File: src/rtl/pipeline_pkg.sv
// +--------------------------------------------------------------------------+
// | pipeline_pkg : opcodes, control-field widths/types and control decoder   |
// | Revision     : 1.0                                                       |
// +--------------------------------------------------------------------------+
`default_nettype none

package pipeline_pkg;

  localparam int WB_CTL_W = 2;
  localparam int M_CTL_W  = 3;
  localparam int EX_CTL_W = 4;

  localparam logic [5:0] R_TYPE = 6'b000000;
  localparam logic [5:0] LW     = 6'b100011;
  localparam logic [5:0] SW     = 6'b101011;
  localparam logic [5:0] BEQ    = 6'b000100;

  typedef struct packed {
    logic regwrite;
    logic memtoreg;
  } wb_ctl_t;

  typedef struct packed {
    logic branch;
    logic memread;
    logic memwrite;
  } m_ctl_t;

  typedef struct packed {
    logic       regdst;
    logic [1:0] aluop;
    logic       alusrc;
  } ex_ctl_t;

  typedef struct packed {
    wb_ctl_t wb;
    m_ctl_t  m;
    ex_ctl_t ex;
  } ctl_t;

  // Unknown opcodes decode to an all-zero bubble.
  function automatic ctl_t decode_ctl(input logic [5:0] opcode);
    ctl_t c;
    c = '0;
    case (opcode)
      R_TYPE: begin
        c.ex.regdst   = 1'b1;
        c.ex.aluop    = 2'b10;
        c.wb.regwrite = 1'b1;
      end
      LW: begin
        c.ex.alusrc   = 1'b1;
        c.m.memread   = 1'b1;
        c.wb.regwrite = 1'b1;
        c.wb.memtoreg = 1'b1;
      end
      SW: begin
        c.ex.alusrc   = 1'b1;
        c.m.memwrite  = 1'b1;
      end
      BEQ: begin
        c.ex.aluop    = 2'b01;
        c.m.branch    = 1'b1;
      end
      default: c = '0;
    endcase
    return c;
  endfunction

endpackage

`default_nettype wire

File: src/rtl/register_file.sv
// +--------------------------------------------------------------------------+
// | register_file : 2R/1W register file, r0 hardwired to zero, async reset   |
// | Option WB_BYPASS_EN forwards a same-cycle write to the read ports.       |
// | Revision      : 1.0                                                      |
// +--------------------------------------------------------------------------+
`default_nettype none

module register_file #(
  parameter int DEPTH  = 32,
  parameter int ADDR_W = 5
) (
  input  logic              clk,
  input  logic              rst,
  input  logic [ADDR_W-1:0] rd_addr1,
  input  logic [ADDR_W-1:0] rd_addr2,
  output logic [31:0]       rd_data1,
  output logic [31:0]       rd_data2,
  input  logic              wr_en,
  input  logic [ADDR_W-1:0] wr_addr,
  input  logic [31:0]       wr_data
);

  logic [31:0] regs_q [DEPTH];
  logic [31:0] regs_d [DEPTH];
  logic        wr_valid;

  assign wr_valid = wr_en && (wr_addr != '0);

  always_comb begin
    regs_d = regs_q;
    if (wr_valid) begin
      regs_d[wr_addr] = wr_data;
    end
  end

  always_ff @(posedge clk or posedge rst) begin
    if (rst) begin
      for (int i = 0; i < DEPTH; i++) begin
        regs_q[i] <= '0;
      end
    end else begin
      regs_q <= regs_d;
    end
  end

  always_comb begin
    rd_data1 = (rd_addr1 == '0) ? 32'd0 : regs_q[rd_addr1];
    rd_data2 = (rd_addr2 == '0) ? 32'd0 : regs_q[rd_addr2];
`ifdef WB_BYPASS_EN
    if (wr_valid && (wr_addr == rd_addr1)) begin
      rd_data1 = wr_data;
    end
    if (wr_valid && (wr_addr == rd_addr2)) begin
      rd_data2 = wr_data;
    end
`endif
  end

endmodule

`default_nettype wire

File: src/rtl/decode_stage.sv
// +--------------------------------------------------------------------------+
// | decode_stage : ID stage - control decode, register read, ID/EX latch     |
// | Option WB_BYPASS_EN (in register_file) forwards same-cycle write-back.   |
// | Revision     : 1.0                                                       |
// +--------------------------------------------------------------------------+
`default_nettype none

module decode_stage
  import pipeline_pkg::*;
#(
  parameter int RF_DEPTH = 32
) (
  input  logic                clk,
  input  logic                rst,
  input  logic [31:0]         id_instr,
  input  logic [31:0]         id_addr,
  input  logic                wb_reg_write,
  input  logic [4:0]          wb_write_reg,
  input  logic [31:0]         wb_write_data,
  output logic [WB_CTL_W-1:0] ex_wb_ctl,
  output logic [M_CTL_W-1:0]  ex_m_ctl,
  output logic [EX_CTL_W-1:0] ex_ex_ctl,
  output logic [31:0]         ex_npc,
  output logic [31:0]         ex_readdat1,
  output logic [31:0]         ex_readdat2,
  output logic [31:0]         ex_sign_ext,
  output logic [4:0]          ex_instr_2016,
  output logic [4:0]          ex_instr_1511
);

  localparam int RF_ADDR_W = 5;

  logic [31:0] rf_rd1;
  logic [31:0] rf_rd2;

  ctl_t        ctl_d,    ctl_q;
  logic [31:0] npc_d,    npc_q;
  logic [31:0] rd1_d,    rd1_q;
  logic [31:0] rd2_d,    rd2_q;
  logic [31:0] sext_d,   sext_q;
  logic [4:0]  rt_d,     rt_q;
  logic [4:0]  rd_d,     rd_q;

  register_file #(
    .DEPTH  (RF_DEPTH),
    .ADDR_W (RF_ADDR_W)
  ) u_register_file (
    .clk      (clk),
    .rst      (rst),
    .rd_addr1 (id_instr[25:21]),
    .rd_addr2 (id_instr[20:16]),
    .rd_data1 (rf_rd1),
    .rd_data2 (rf_rd2),
    .wr_en    (wb_reg_write),
    .wr_addr  (wb_write_reg),
    .wr_data  (wb_write_data)
  );

  always_comb begin
    ctl_d  = decode_ctl(id_instr[31:26]);
    npc_d  = id_addr;
    rd1_d  = rf_rd1;
    rd2_d  = rf_rd2;
    sext_d = {{16{id_instr[15]}}, id_instr[15:0]};
    rt_d   = id_instr[20:16];
    rd_d   = id_instr[15:11];
  end

  // ID/EX latch; reset wipes any instruction in flight.
  always_ff @(posedge clk or posedge rst) begin
    if (rst) begin
      ctl_q  <= '0;
      npc_q  <= '0;
      rd1_q  <= '0;
      rd2_q  <= '0;
      sext_q <= '0;
      rt_q   <= '0;
      rd_q   <= '0;
    end else begin
      ctl_q  <= ctl_d;
      npc_q  <= npc_d;
      rd1_q  <= rd1_d;
      rd2_q  <= rd2_d;
      sext_q <= sext_d;
      rt_q   <= rt_d;
      rd_q   <= rd_d;
    end
  end

  assign ex_wb_ctl     = ctl_q.wb;
  assign ex_m_ctl      = ctl_q.m;
  assign ex_ex_ctl     = ctl_q.ex;
  assign ex_npc        = npc_q;
  assign ex_readdat1   = rd1_q;
  assign ex_readdat2   = rd2_q;
  assign ex_sign_ext   = sext_q;
  assign ex_instr_2016 = rt_q;
  assign ex_instr_1511 = rd_q;

endmodule

`default_nettype wire

File: config.mk
export PLATFORM = sky130hd
export DESIGN_NAME = decode_stage
export DESIGN_NICKNAME = d
export VERILOG_FILES = /design/src/rtl/pipeline_pkg.sv /design/src/rtl/register_file.sv /design/src/rtl/decode_stage.sv
export SDC_FILE = /design/constraint.sdc
export NUM_CORES = 2
export LEC_CHECK = 0
export CORE_MARGIN = 1.5
export CORE_UTILIZATION = 41
export CTS_BUF_LIST = sky130_fd_sc_hd__clkbuf_16
export CTS_CLUSTER_SIZE = 30
export DETAILED_ROUTE_END_ITERATION = 8
export PLACE_DENSITY = 0.66
export SKIP_CTS_REPAIR_TIMING = 1
export SLEW_MARGIN = 20
export SYNTH_ARGS = -nofsm -noshare
export SYNTH_HDL_FRONTEND = slang
export SYNTH_SLANG_ARGS = --single-unit
File: constraint.sdc
create_clock -name clk -period 64.4 [get_ports clk]
set_input_delay 6.44 -clock clk [delete_from_list [all_inputs] [get_ports clk]]
set_output_delay 6.44 -clock clk [all_outputs]
set_load 0.05 [all_outputs]
==> flow_summary_export.csv <==
group,metric,value,unit
grt,grt_first_pass_wirelength,263600,um
worst_setup_path,crit_chain,"buf_8, buf_4, buf_4, buf_4, nor2b_4, buf_4, a221oi_1, o21ai_1, a311oi_1",
clock_tree,cts_buffers,132,
power,p_switching,0.5783,mW
clock_tree,clock_path_buffers,3,
placement,post-dp-hpwl,93770,um
placement,gp_congestion,0.7860,
power,irDropWorstVdd,0.00002168,V
sta,fmax,93.24,MHz
floorplan,die_w,379.1,um
sta,maxSlewViolCount,0,
sta,setup_slack,53680,ps
floorplan,initial_core_util,41.47,%
yosys,syn_area,58000,um2
yosys,ys_ff_latch,1148,
clock_tree,htree_levels,4,
power,power_frac_clock,35.0,%
status,outcome,"finished clean",
floorplan,ioPinCount,251,
clock_tree,cts_root_buf,"clkbuf_16",
finish,fill_cells,12170,
sta,fin_crit_sh,16.65,%
route,drt_iter0_drc,3638,
sta,timing.final.crit_period,10720,ps
finish,nets,3890,
grt,grt_start_max_net_pins,181,
worst_setup_path,cp-startpoint,"id_instr[22]",
grt,antenna_found_initial,8,
clock_tree,cts_tree,"done",
route,final_antenna_net_count,0,
worst_hold_path,hold_class,"register to register",
yosys,async_flop_share,100.0,%
worst_setup_path,reg2reg_from,"u_register_file.regs_q[306]$_DFFE_PP0P_",
sta,hold_violations,0,
yosys,yosysSeqAreaShare,49.53,%
worst_setup_path,crit_top_cell,"buf_4",
yosys,synth_cell_types,40,
worst_setup_path,endpoint_kind,"register",
clock_tree,clkLatencyLatePin,770,ps
finish,syn2layout_area_growth,12.70,%
sta,rsz0062_at_grt,"false",
grt,grt_usage,25.12,%
worst_setup_path,worstPathArrival,11300,ps
worst_setup_path,cp.required,64980,ps
sta,finalSetupViolCount,0,
finish,regArea,28730,um2
placement,io_buffers,250,
yosys,synthCells,3771,
route,wl,178000,um
worst_setup_path,cp_max_fo,56,
power,internal-power,1.504,mW
sta,finalSetupTns,0,ps
worst_setup_path,crit_type,"primary input to register",
worst_setup_path,critical-path-max-stage-delay,880,ps
worst_setup_path,critPathLaunchType,"primary input",
clock_tree,clkTransAtPathRegs,60,ps
finish,multi_input_area,27040,um2
sta,skew,17.20,ps
route,drt_pass1_iterations,5,
floorplan,fp-row-count,137,
clock_tree,cts_sinks,1148,
power,p_comb_share,19.5,%
power,p_leak,27.75,nW
placement,dpl_worst_slack,52950,ps
floorplan,core_area,139900,um2
finish,antennaDiodeCount,0,
worst_setup_path,slowest_stage,"buf_4",
finish,drive_gt1_share,46.69,%
floorplan,dieArea,143700,um2
yosys,syn-mean-instance-area,15.38,um2
worst_setup_path,reg2reg_slack,62520,ps
worst_setup_path,r2r_cells,4,
floorplan,die_h,379.1,um
route,vias,36190,
sta,worst_pin_slew,1142,ps
route,viasPerCell,6.284,
grt,first_global_vias,37210,
power,power.share.switching,27.78,%
power,seq_power_share,45.5,%
yosys,synth_edf_count,0,
worst_setup_path,critPathCapture,"ex_readdat1[8]$_DFF_PP0_",
worst_setup_path,reg2reg_to,"ex_readdat2[18]$_DFF_PP0_",
finish,finalInstanceArea,65370,um2
placement,placed_area,61300,um2
yosys,synthFlopType,"dfrtp_1",
yosys,synth_fp_nets,3875,
route,post_drt_wl_per_cell,30.90,um
sta,slew_headroom,23.66,%
yosys,yosys_warnings,0,
job,maxCapViolCount,0,
grt,grt-ovfl-total,0,
route,drcViolationCount,0,
power,power_density,31.85,nW/um2
routing by layer:
| layer | global-route usage (%) | up-vias | wire (um) |
|---|---|---|---|
| met5 | 0 | - | 69 |
| met4 | 7.555 | 10 | 4992 |
| met3 | 4.843 | 311 | 13360 |
| met2 | 39.35 | 1515 | 84140 |
| met1 | 35.41 | 19810 | 75420 |
| li1 | - | 14540 | - |
critical path, delay by kind of cell:
family / cells / cell delay (ps)
compound gates: 3 / 430
buf+inv: 5 / 3430
simple gates: 1 / 800
per-stage QoR:
step	utilization (%)	std cells	total power, mW	hold slack [ps]
2_1_floorplan	-	3771	1.251	441.3
3_3_place_gp	43.83	5528	1.348	377.8
3_5_place_dp	43.83	5528	1.363	383.6
4_1_cts	46.76	5759	2.095	396.3
5_1_grt	46.73	5759	2.168	409.8
6_report	46.73	5759	2.082	391.8
cell families (layout without fill, tap and decap cells):
family | count (synthesis) | count (layout) | synth area share [%]
AOI/OAI and AO/OA | 367 | 367 | 4.547
buffers and inverters | 451 | 563 | 4.198
DFF | 1148 | 1148 | 49.53
muxes | 1632 | 1632 | 40.11
and+or+nand+nor | 173 | 173 | 1.622
synth_stat cells, types with 64 or more instances:
cell / instances / area share, %
dfrtp_1: 1148 / 50
clkbuf_1: 186 / 1.2
nor2b_1: 67 / 0.72
o21ai_1: 77 / 0.66
a311oi_1: 64 / 0.97
buf_4: 96 / 1.2
buf_2: 137 / 1.2
a211oi_1: 64 / 0.83
mux4_2: 448 / 17
mux2i_1: 128 / 2.2
a22oi_1: 64 / 0.83
mux2_2: 1044 / 20
sequential cells by signal, summed over array words and instances, names as in the netlist:
signal / flops
ex_sign_ext: 11
ex_wb_ctl: 1
ex_npc: 32
u_register_file.regs_q: 1024
ex_instr_2016: 5
ex_instr_1511: 5
ex_readdat1: 32
ex_m_ctl: 3
ex_ex_ctl: 3
ex_readdat2: 32
cell usage in the layout (no fill, tap or decap), types with 4 or more instances in the layout:
master / n
or2_2: 4
nor2_4: 18
a211oi_1: 64
buf_12: 6
nor2_1: 6
mux2_2: 1044
clkinv_2: 14
a22oi_1: 64
o21ai_0: 34
mux4_2: 448
mux2i_1: 128
nor3b_1: 6
nand2_2: 14
a311oi_1: 64
clkinv_1: 31
nand2_1: 35
a221oi_1: 47
bufinv_16: 9
inv_1: 28
clkdlybuf4s50_1: 232
dfrtp_1: 1148
buf_4: 72
buf_8: 4
clkbuf_16: 136
inv_6: 10
mux2_1: 12
nor2b_1: 64
o2111ai_1: 17
o21ai_1: 77
nor2b_4: 4
buf_2: 12
nand3b_1: 4
how the worst min path moves through the flow:
stage / startpoint / end / depth (start not counted)
floorplan: u_register_file.regs_q[1000]$_DFFE_PP0P_ / u_register_file.regs_q[1000]$_DFFE_PP0P_ / 1
global placement: u_register_file.regs_q[1001]$_DFFE_PP0P_ / u_register_file.regs_q[1001]$_DFFE_PP0P_ / 0
detailed placement: u_register_file.regs_q[1001]$_DFFE_PP0P_ / u_register_file.regs_q[1001]$_DFFE_PP0P_ / 0
CTS: u_register_file.regs_q[993]$_DFFE_PP0P_ / u_register_file.regs_q[993]$_DFFE_PP0P_ / 0
global route: u_register_file.regs_q[1022]$_DFFE_PP0P_ / u_register_file.regs_q[1022]$_DFFE_PP0P_ / 0
finish: u_register_file.regs_q[1004]$_DFFE_PP0P_ / u_register_file.regs_q[1004]$_DFFE_PP0P_ / 0
power groups by stage:
stage / combinational, mW / sequential, mW / clock (mW)
5_1_grt: 0.433 / 0.964 / 0.771
2_1_floorplan: 0.298 / 0.953 / 0
6_report: 0.406 / 0.947 / 0.729
3_5_place_dp: 0.407 / 0.956 / 0
3_3_place_gp: 0.399 / 0.949 / 0
4_1_cts: 0.408 / 0.944 / 0.743
final cells by class:
cell class                      instances  area share, %
Clock buffer                          136          5.206
Clock inverter                         95          1.068
Inverter                                4        0.04211
Multi-Input combinational cell       2172          41.36
Sequential cell                      1148          43.95
Tap cell                             1876          3.591
Timing Repair Buffer                  328          4.781
Note: power is estimated with default switching activity, not from simulation.
